File: config.mk
export PLATFORM = sky130hd
export DESIGN_NAME = vp_cfg_ctrl_flat
export DESIGN_NICKNAME = d
export VERILOG_FILES = /design/src/rtl/vp_cfg_ctrl_if.sv /design/src/rtl/vp_cfg_ctrl.sv /design/src/flat_wrapper.sv
export SDC_FILE = /design/constraint.sdc
export NUM_CORES = 1
export LEC_CHECK = 0
export CAP_MARGIN = 15
export CORE_MARGIN = 2
export CORE_UTILIZATION = 43
export CTS_CLUSTER_SIZE = 14
export DETAILED_ROUTE_END_ITERATION = 12
export MAX_ROUTING_LAYER = met4
export PLACE_DENSITY = 0.73
export SYNTH_ARGS = -nofsm -noshare
export SYNTH_HDL_FRONTEND = slang
export SYNTH_SLANG_ARGS = --single-unit
File: constraint.sdc
create_clock -name clk_vp -period 2.15 [get_ports clk_vp]
set_input_delay 0.5375 -clock clk_vp [delete_from_list [all_inputs] [get_ports clk_vp]]
set_output_delay 0.5375 -clock clk_vp [all_outputs]
set_load 0.005 [all_outputs]
File: src/rtl/vp_cfg_ctrl_if.sv
// Signal bundle between software-facing config/frame-sync sources and vp_cfg_ctrl.
// master drives config words and vs; slave (the controller) drives active parameters and status.
interface vp_cfg_ctrl_if #(
  parameter int IX = 11,
  parameter int IY = 11,
  parameter int OX = 11,
  parameter int OY = 11
);
  // cfg_wr is a single-cycle strobe with no ready: the VP_* words are sampled only in
  // the cycle cfg_wr is high, and the controller accepts (or rejects via cfg_err) every write.
  logic          cfg_wr;
  logic [31:0]   VP_CR;
  logic [31:0]   VP_START;
  logic [31:0]   VP_END;
  logic [31:0]   VP_SCALER;
  logic          vs;

  logic          cutter_en;
  logic [1:0]    filter_mode;
  logic          scaler_en;
  logic          color_en;
  logic          edge_en;
  logic          binarizer_en;
  logic          filler_en;
  logic [IX-1:0] start_x;
  logic [IY-1:0] start_y;
  logic [OX-1:0] end_x;
  logic [OY-1:0] end_y;
  logic [IX-1:0] input_x_res;
  logic [IY-1:0] input_y_res;
  logic [OX-1:0] output_x_res;
  logic [OY-1:0] output_y_res;
  logic          cfg_busy;
  logic          cfg_err;
  logic          upd_done;
  logic [15:0]   frame_cnt;
  logic [1:0]    dbg_state;

  modport master (
    output cfg_wr, VP_CR, VP_START, VP_END, VP_SCALER, vs,
    input  cutter_en, filter_mode, scaler_en, color_en, edge_en, binarizer_en, filler_en,
    input  start_x, start_y, end_x, end_y, input_x_res, input_y_res,
    input  output_x_res, output_y_res, cfg_busy, cfg_err, upd_done, frame_cnt, dbg_state
  );

  modport slave (
    input  cfg_wr, VP_CR, VP_START, VP_END, VP_SCALER, vs,
    output cutter_en, filter_mode, scaler_en, color_en, edge_en, binarizer_en, filler_en,
    output start_x, start_y, end_x, end_y, input_x_res, input_y_res,
    output output_x_res, output_y_res, cfg_busy, cfg_err, upd_done, frame_cnt, dbg_state
  );
endinterface

File: src/rtl/vp_cfg_ctrl.sv
// Frame-synchronous config controller: validates and stages VP_* writes, then commits
// them to the active parameter set one cycle after the next vs rising edge.
module vp_cfg_ctrl #(
  parameter int H_DISP             = 1280,
  parameter int V_DISP             = 720,
  parameter int INPUT_X_RES_WIDTH  = 11,
  parameter int INPUT_Y_RES_WIDTH  = 11,
  parameter int OUTPUT_X_RES_WIDTH = 11,
  parameter int OUTPUT_Y_RES_WIDTH = 11
) (
  input  logic        clk_vp,
  input  logic        rst_n,
  vp_cfg_ctrl_if.slave bus
);
  localparam int IX = INPUT_X_RES_WIDTH;
  localparam int IY = INPUT_Y_RES_WIDTH;
  localparam int OX = OUTPUT_X_RES_WIDTH;
  localparam int OY = OUTPUT_Y_RES_WIDTH;
  localparam int XW = (IX > OX) ? IX : OX;
  localparam int YW = (IY > OY) ? IY : OY;

  localparam logic [OX-1:0] H_END    = OX'(H_DISP);
  localparam logic [OY-1:0] V_END    = OY'(V_DISP);
  localparam logic [OX-1:0] H_RES_M1 = OX'(H_DISP - 1);
  localparam logic [OY-1:0] V_RES_M1 = OY'(V_DISP - 1);
  localparam logic [7:0]    CR_RST   = 8'h8B;

  typedef enum logic [1:0] {
    S_IDLE  = 2'd0,
    S_PEND  = 2'd1,
    S_APPLY = 2'd2
  } state_t;

  state_t        r_state;
  logic          r_vs_d;
  logic [15:0]   r_frame_cnt;
  logic          r_cfg_err;
  logic          r_upd_done;

  logic [7:0]    r_stg_cr,    r_cr;
  logic [IX-1:0] r_stg_start_x, r_start_x, r_in_x;
  logic [IY-1:0] r_stg_start_y, r_start_y, r_in_y;
  logic [OX-1:0] r_stg_end_x, r_end_x, r_stg_out_x, r_out_x;
  logic [OY-1:0] r_stg_end_y, r_end_y, r_stg_out_y, r_out_y;

  logic [IX-1:0] w_start_x;
  logic [IY-1:0] w_start_y;
  logic [OX-1:0] w_end_x, w_out_x;
  logic [OY-1:0] w_end_y, w_out_y;
  logic [IX-1:0] w_in_x;
  logic [IY-1:0] w_in_y;
  logic          w_valid;
  logic          w_vs_rise;
  logic          w_unused;

  assign w_start_x = bus.VP_START[IX-1:0];
  assign w_start_y = bus.VP_START[16 +: IY];
  assign w_end_x   = bus.VP_END[OX-1:0];
  assign w_end_y   = bus.VP_END[16 +: OY];
  assign w_out_x   = bus.VP_SCALER[OX-1:0];
  assign w_out_y   = bus.VP_SCALER[16 +: OY];

  assign w_valid = (XW'(w_end_x) > XW'(w_start_x)) && (YW'(w_end_y) > YW'(w_start_y)) &&
                   (w_end_x <= H_END) && (w_end_y <= V_END) &&
                   (w_out_x <= H_RES_M1) && (w_out_y <= V_RES_M1);

  assign w_vs_rise = bus.vs & ~r_vs_d;

  // Crop size is derived from the staged window; wraps at field width like the fields themselves.
  assign w_in_x = IX'(r_stg_end_x) - r_stg_start_x - IX'(1);
  assign w_in_y = IY'(r_stg_end_y) - r_stg_start_y - IY'(1);

  assign w_unused = &{1'b0, bus.VP_CR[31:8],
                      bus.VP_START[31:16+IY], bus.VP_START[15:IX],
                      bus.VP_END[31:16+OY], bus.VP_END[15:OX],
                      bus.VP_SCALER[31:16+OY], bus.VP_SCALER[15:OX]};

  always_ff @(posedge clk_vp) begin
    if (!rst_n) begin
      r_state       <= S_IDLE;
      r_vs_d        <= 1'b1;
      r_frame_cnt   <= '0;
      r_cfg_err     <= 1'b0;
      r_upd_done    <= 1'b0;
      r_stg_cr      <= CR_RST;
      r_stg_start_x <= '0;
      r_stg_start_y <= '0;
      r_stg_end_x   <= H_END;
      r_stg_end_y   <= V_END;
      r_stg_out_x   <= H_RES_M1;
      r_stg_out_y   <= V_RES_M1;
      r_cr          <= CR_RST;
      r_start_x     <= '0;
      r_start_y     <= '0;
      r_end_x       <= H_END;
      r_end_y       <= V_END;
      r_in_x        <= IX'(H_DISP - 1);
      r_in_y        <= IY'(V_DISP - 1);
      r_out_x       <= H_RES_M1;
      r_out_y       <= V_RES_M1;
    end else begin
      r_vs_d     <= bus.vs;
      r_upd_done <= 1'b0;
      if (w_vs_rise) r_frame_cnt <= r_frame_cnt + 16'd1;
      if (bus.cfg_wr) r_cfg_err <= ~w_valid;
      // Every valid write lands in staging regardless of state; last write wins.
      if (bus.cfg_wr && w_valid) begin
        r_stg_cr      <= bus.VP_CR[7:0];
        r_stg_start_x <= w_start_x;
        r_stg_start_y <= w_start_y;
        r_stg_end_x   <= w_end_x;
        r_stg_end_y   <= w_end_y;
        r_stg_out_x   <= w_out_x;
        r_stg_out_y   <= w_out_y;
      end
      case (r_state)
        S_PEND: begin
          if (bus.cfg_wr)  r_state <= w_valid ? S_PEND : S_IDLE;
          else if (w_vs_rise) r_state <= S_APPLY;
        end
        default: begin
          // APPLY commits the old staging; a same-cycle write is then treated as from IDLE.
          if (r_state == S_APPLY) begin
            r_cr       <= r_stg_cr;
            r_start_x  <= r_stg_start_x;
            r_start_y  <= r_stg_start_y;
            r_end_x    <= r_stg_end_x;
            r_end_y    <= r_stg_end_y;
            r_in_x     <= w_in_x;
            r_in_y     <= w_in_y;
            r_out_x    <= r_stg_out_x;
            r_out_y    <= r_stg_out_y;
            r_upd_done <= 1'b1;
          end
          r_state <= (bus.cfg_wr && w_valid) ? S_PEND : S_IDLE;
        end
      endcase
    end
  end

  assign bus.cutter_en    = r_cr[0];
  assign bus.filter_mode  = r_cr[2:1];
  assign bus.scaler_en    = r_cr[3];
  assign bus.color_en     = r_cr[4];
  assign bus.edge_en      = r_cr[5];
  assign bus.binarizer_en = r_cr[6];
  assign bus.filler_en    = r_cr[7];
  assign bus.start_x      = r_start_x;
  assign bus.start_y      = r_start_y;
  assign bus.end_x        = r_end_x;
  assign bus.end_y        = r_end_y;
  assign bus.input_x_res  = r_in_x;
  assign bus.input_y_res  = r_in_y;
  assign bus.output_x_res = r_out_x;
  assign bus.output_y_res = r_out_y;
  assign bus.cfg_busy     = (r_state == S_PEND);
  assign bus.cfg_err      = r_cfg_err;
  assign bus.upd_done     = r_upd_done;
  assign bus.frame_cnt    = r_frame_cnt;
  assign bus.dbg_state    = r_state;
endmodule
File: src/flat_wrapper.sv
// flat-port wrapper written by rule: the top's interface ports become plain ports
module vp_cfg_ctrl_flat 
#(
  parameter int H_DISP             = 1280,
  parameter int V_DISP             = 720,
  parameter int INPUT_X_RES_WIDTH  = 11,
  parameter int INPUT_Y_RES_WIDTH  = 11,
  parameter int OUTPUT_X_RES_WIDTH = 11,
  parameter int OUTPUT_Y_RES_WIDTH = 11
)
  (clk_vp, rst_n, bus_cfg_wr, bus_VP_CR, bus_VP_START, bus_VP_END, bus_VP_SCALER, bus_vs, bus_cutter_en, bus_filter_mode, bus_scaler_en, bus_color_en, bus_edge_en, bus_binarizer_en, bus_filler_en, bus_start_x, bus_start_y, bus_end_x, bus_end_y, bus_input_x_res, bus_input_y_res, bus_output_x_res, bus_output_y_res, bus_cfg_busy, bus_cfg_err, bus_upd_done, bus_frame_cnt, bus_dbg_state);
  vp_cfg_ctrl_if bus_i ();
  input  logic clk_vp;
  input  logic rst_n;
  input wire logic [$bits(bus_i.cfg_wr)-1:0] bus_cfg_wr;
  input wire logic [$bits(bus_i.VP_CR)-1:0] bus_VP_CR;
  input wire logic [$bits(bus_i.VP_START)-1:0] bus_VP_START;
  input wire logic [$bits(bus_i.VP_END)-1:0] bus_VP_END;
  input wire logic [$bits(bus_i.VP_SCALER)-1:0] bus_VP_SCALER;
  input wire logic [$bits(bus_i.vs)-1:0] bus_vs;
  output wire logic [$bits(bus_i.cutter_en)-1:0] bus_cutter_en;
  output wire logic [$bits(bus_i.filter_mode)-1:0] bus_filter_mode;
  output wire logic [$bits(bus_i.scaler_en)-1:0] bus_scaler_en;
  output wire logic [$bits(bus_i.color_en)-1:0] bus_color_en;
  output wire logic [$bits(bus_i.edge_en)-1:0] bus_edge_en;
  output wire logic [$bits(bus_i.binarizer_en)-1:0] bus_binarizer_en;
  output wire logic [$bits(bus_i.filler_en)-1:0] bus_filler_en;
  output wire logic [$bits(bus_i.start_x)-1:0] bus_start_x;
  output wire logic [$bits(bus_i.start_y)-1:0] bus_start_y;
  output wire logic [$bits(bus_i.end_x)-1:0] bus_end_x;
  output wire logic [$bits(bus_i.end_y)-1:0] bus_end_y;
  output wire logic [$bits(bus_i.input_x_res)-1:0] bus_input_x_res;
  output wire logic [$bits(bus_i.input_y_res)-1:0] bus_input_y_res;
  output wire logic [$bits(bus_i.output_x_res)-1:0] bus_output_x_res;
  output wire logic [$bits(bus_i.output_y_res)-1:0] bus_output_y_res;
  output wire logic [$bits(bus_i.cfg_busy)-1:0] bus_cfg_busy;
  output wire logic [$bits(bus_i.cfg_err)-1:0] bus_cfg_err;
  output wire logic [$bits(bus_i.upd_done)-1:0] bus_upd_done;
  output wire logic [$bits(bus_i.frame_cnt)-1:0] bus_frame_cnt;
  output wire logic [$bits(bus_i.dbg_state)-1:0] bus_dbg_state;
  assign bus_i.cfg_wr = bus_cfg_wr;
  assign bus_i.VP_CR = bus_VP_CR;
  assign bus_i.VP_START = bus_VP_START;
  assign bus_i.VP_END = bus_VP_END;
  assign bus_i.VP_SCALER = bus_VP_SCALER;
  assign bus_i.vs = bus_vs;
  assign bus_cutter_en = bus_i.cutter_en;
  assign bus_filter_mode = bus_i.filter_mode;
  assign bus_scaler_en = bus_i.scaler_en;
  assign bus_color_en = bus_i.color_en;
  assign bus_edge_en = bus_i.edge_en;
  assign bus_binarizer_en = bus_i.binarizer_en;
  assign bus_filler_en = bus_i.filler_en;
  assign bus_start_x = bus_i.start_x;
  assign bus_start_y = bus_i.start_y;
  assign bus_end_x = bus_i.end_x;
  assign bus_end_y = bus_i.end_y;
  assign bus_input_x_res = bus_i.input_x_res;
  assign bus_input_y_res = bus_i.input_y_res;
  assign bus_output_x_res = bus_i.output_x_res;
  assign bus_output_y_res = bus_i.output_y_res;
  assign bus_cfg_busy = bus_i.cfg_busy;
  assign bus_cfg_err = bus_i.cfg_err;
  assign bus_upd_done = bus_i.upd_done;
  assign bus_frame_cnt = bus_i.frame_cnt;
  assign bus_dbg_state = bus_i.dbg_state;
  vp_cfg_ctrl #(.H_DISP(H_DISP), .V_DISP(V_DISP), .INPUT_X_RES_WIDTH(INPUT_X_RES_WIDTH), .INPUT_Y_RES_WIDTH(INPUT_Y_RES_WIDTH), .OUTPUT_X_RES_WIDTH(OUTPUT_X_RES_WIDTH), .OUTPUT_Y_RES_WIDTH(OUTPUT_Y_RES_WIDTH)) u_core (.clk_vp(clk_vp), .rst_n(rst_n), .bus(bus_i));
endmodule
==> run metrics <==
DRT antenna net count=0; Hold Crit Class=in2reg; Crit path buffers/inverters=4; root buf cell=clkbuf_16; register area share after synthesis=0.451; area delta synth->final=41.3%; maxcap violations=0; slowest cell on the critical path=ha_4; chip height=144 µm; skew final=8.66 ps; Critical Path RT=2500 ps; WS Path Type=in2reg; flops & latches, synth=191; Max VDD drop=501 µV; Synth area leaders=dfxtp_1 (45%), nand2_1 (12%), mux2i_1 (8.7%); Max Transition Viols Final=0; Sink Count=191; Cell variety after synth=47; drt pass-1 iters=5; DRC viols=0; total core area=19400 µm²; status=completed; Fin Setup TNS=0 ps; CP top delay family=compound AO/OA/AOI/OAI gates; Crit path top cell by count=buf_6; fin util=0.618; Reg2Reg Depth=9; Cells after Synth=1028; Crit path largest cell delay=260 ps; Worst Setup EP=u_core.r_stg_out_y[4]; layout cell share with drive strength beyond 1=0.161; H-tree levels=4; latest clock arrival within the worst-skew pair=420 ps; Seq. cell area=3830 µm²; worst-path cell chain=buf_2 > ha_4 > nand4_1 > o21bai_4 > a21o_1 > a211oi_4 > buf_6 > buf_6 > buf_4 > mux2i_1; async set-reset flop share out of synthesis=0; TritonCTS buffer count=17; Longest Clk Path Bufs=2; net total in the final layout=1435; initial detailed-routing violation count=419; Final period util=0.987; global-route wire length before repair=36900 µm; minimum clock period=2120 ps; number of flops mapped to enable cells by yosys=0; TritonCTS clock tree=built; Post-Syn Area=8480 µm²; cell row count=51; Initial Util=0.437; initial antenna violation count=1; reg2reg end=u_core.bus.input_x_res[10]; register-to-register path setup slack=90 ps; startpoint types=input pin; power density over the cells=614 nW/µm²; crit path from=bus_VP_END[21]; Levels on crit path=10; die area=20900 µm²; routability cong.=0.854; Worst Path Max Fanout=7; PortBufs=194; R2R Path Start=u_core.r_stg_end_x[0]; I/O Pins=249; final hold violation count=0; vias in the first global route=7328; Syn Nets=1205; Primary FF master, synth=dfxtp_1; P_leak=4.69 nW; critical path endpoint category=register; Yosys top cell area share=0.451; Slew @ Worst Pin=577 ps; largest net degree at the start of global routing=75; footprint of the multi-input gates=4560 µm²; total number of vias=7707; Finish-stage setup viols=0; GRT Total Usage=0.232; Critical Path AT=2480 ps; Die Wd=144 µm; FILL cells=1705; hpwl dp=16300 µm; final wirelength=23600 µm; max_slew headroom=0.615; average size of a mapped cell=8.25 µm²; routed vias/inst=5.01; fmax=0.471 GHz; GR Overflow Total=0; hold depth=3; Synth Warn #=0; detail-routed net length per standard cell=15.3 µm; largest area contributor in the netlist=dfxtp_1; Clock transition at path regs=70 ps
[worst register-to-register path, delay by kind of cell (launching register included)]
family | cells | cell delay, ps
flip-flops | 1 | 350
adder cells (fa/ha/maj) | 2 | 550
buffers and inverters | 1 | 130
AO/OA/AOI/OAI | 5 | 750
XOR/XNOR | 1 | 140
[final cells by class]
type | instances | share of cell area
multi-input cells | 729 | 0.381
well taps | 265 | 0.0277
flip-flops and latches | 191 | 0.319
inverters | 48 | 0.0152
diodes | 1 | 0.000209
clock inverters | 11 | 0.0129
clock buffers | 21 | 0.0376
repair buffers | 271 | 0.206
[state kept, by name, summed over array words and instances (netlist names)]
register	flops
u_core.bus.cfg_err	1
u_core.r_stg_out_y	11
u_core.r_stg_start_y	11
u_core.bus.end_y	11
u_core.r_stg_end_x	11
u_core.r_stg_out_x	11
u_core.r_stg_end_y	11
u_core.r_cr	8
u_core.r_stg_cr	8
u_core.bus.dbg_state	2
u_core.bus.output_y_res	11
u_core.r_stg_start_x	11
u_core.bus.input_y_res	11
u_core.r_vs_d	1
u_core.bus.start_x	11
u_core.bus.upd_done	1
u_core.bus.output_x_res	11
u_core.bus.input_x_res	11
u_core.bus.frame_cnt	16
u_core.bus.start_y	11
u_core.bus.end_x	11
[repair_timing]
action | in CTS | in global routing
buffers inserted | 7 | 1
hold buffers | 0 | 0
pin swaps | 30 | 24
gates resized for setup | 175 | 50
cloned | 2 | 0
endpoints found under the setup margin | 81 | 67
[placed cells by master (no fill, tap or decap), types with 9 or more instances in the layout]
cell and count:
a21o_1 13, inv_2 13, xnor2_1 11, buf_6 9, nand2_1 277, clkbuf_16 17, ha_4 17, nor2_1 76
ha_1 25, xor2_1 13, clkbuf_2 18, buf_12 9, inv_1 34, clkdlybuf4s50_1 142, buf_4 65, buf_2 16
dfxtp_1 189, a21oi_1 74, nand3_1 39, mux2i_1 74, nand4_1 10, o21ai_0 18
[stage by stage]
stage          worst slack (ps)  hold WS [ps]  power, mW  cell area, µm²  std cells
6_report                   28.4           356       7.36           12000       1537
2_1_floorplan              8.88           427       3.84            8490       1028
3_5_place_dp               -871           444       4.13           11100       1498
3_3_place_gp               -739           434       4.12           11100       1498
4_1_cts                    1.25           337       7.40           12000       1537
5_1_grt                   -34.9           354       7.62           12000       1537
[how the worst min path moves through the flow]
stage	start	endpoint
after floorplan	u_core.r_stg_out_y[10]	u_core.bus.output_y_res[10]
final	bus_VP_START[23]	u_core.r_stg_start_y[7]
after global routing	bus_VP_START[23]	u_core.r_stg_start_y[7]
after CTS	bus_VP_START[23]	u_core.r_stg_start_y[7]
after global placement	u_core.r_stg_out_y[10]	u_core.bus.output_y_res[10]
after detailed placement	u_core.r_stg_out_y[5]	u_core.bus.output_y_res[5]
[kinds of logic (layout without fill, tap and decap cells)]
kind of cell / count (synthesis) / in the layout / share of synthesized area
AND/OR/NAND/NOR: 439 / 439 / 0.214
adder cells (fa/ha/maj): 45 / 45 / 0.0682
buffers and inverters: 108 / 351 / 0.0518
XOR/XNOR: 24 / 24 / 0.0248
multiplexers: 74 / 74 / 0.0874
other: 0 / 1 / 0
AO/OA/AOI/OAI: 147 / 147 / 0.103
flip-flops: 191 / 191 / 0.451
[power by group]
group / switching [mW] / internal [mW]
sequential: 0.00640 / 3.54
combinational: 0.283 / 0.260
clock: 1.39 / 1.88
[cell usage after synthesis (8+ instances only)]
cell type,instances
a21o_1,13
nand3_1,40
a21oi_1,76
nand2_1,277
nand4_1,10
ha_1,43
xnor2_1,11
nor2_1,76
inv_1,47
clkbuf_1,48
mux2i_1,74
dfxtp_1,191
xor2_1,13
o21ai_0,20
o211ai_1,8
[metal layers]
metal	global-route usage	share of wire	vias to the layer above
met4	0.0812	0.018	0
met2	0.345	0.45	257
met1	0.318	0.47	3540
met5	-	0	-
li1	-	-	3875
met3	0.0397	0.059	35
No activity file was read; power rests on OpenSTA's default activity.
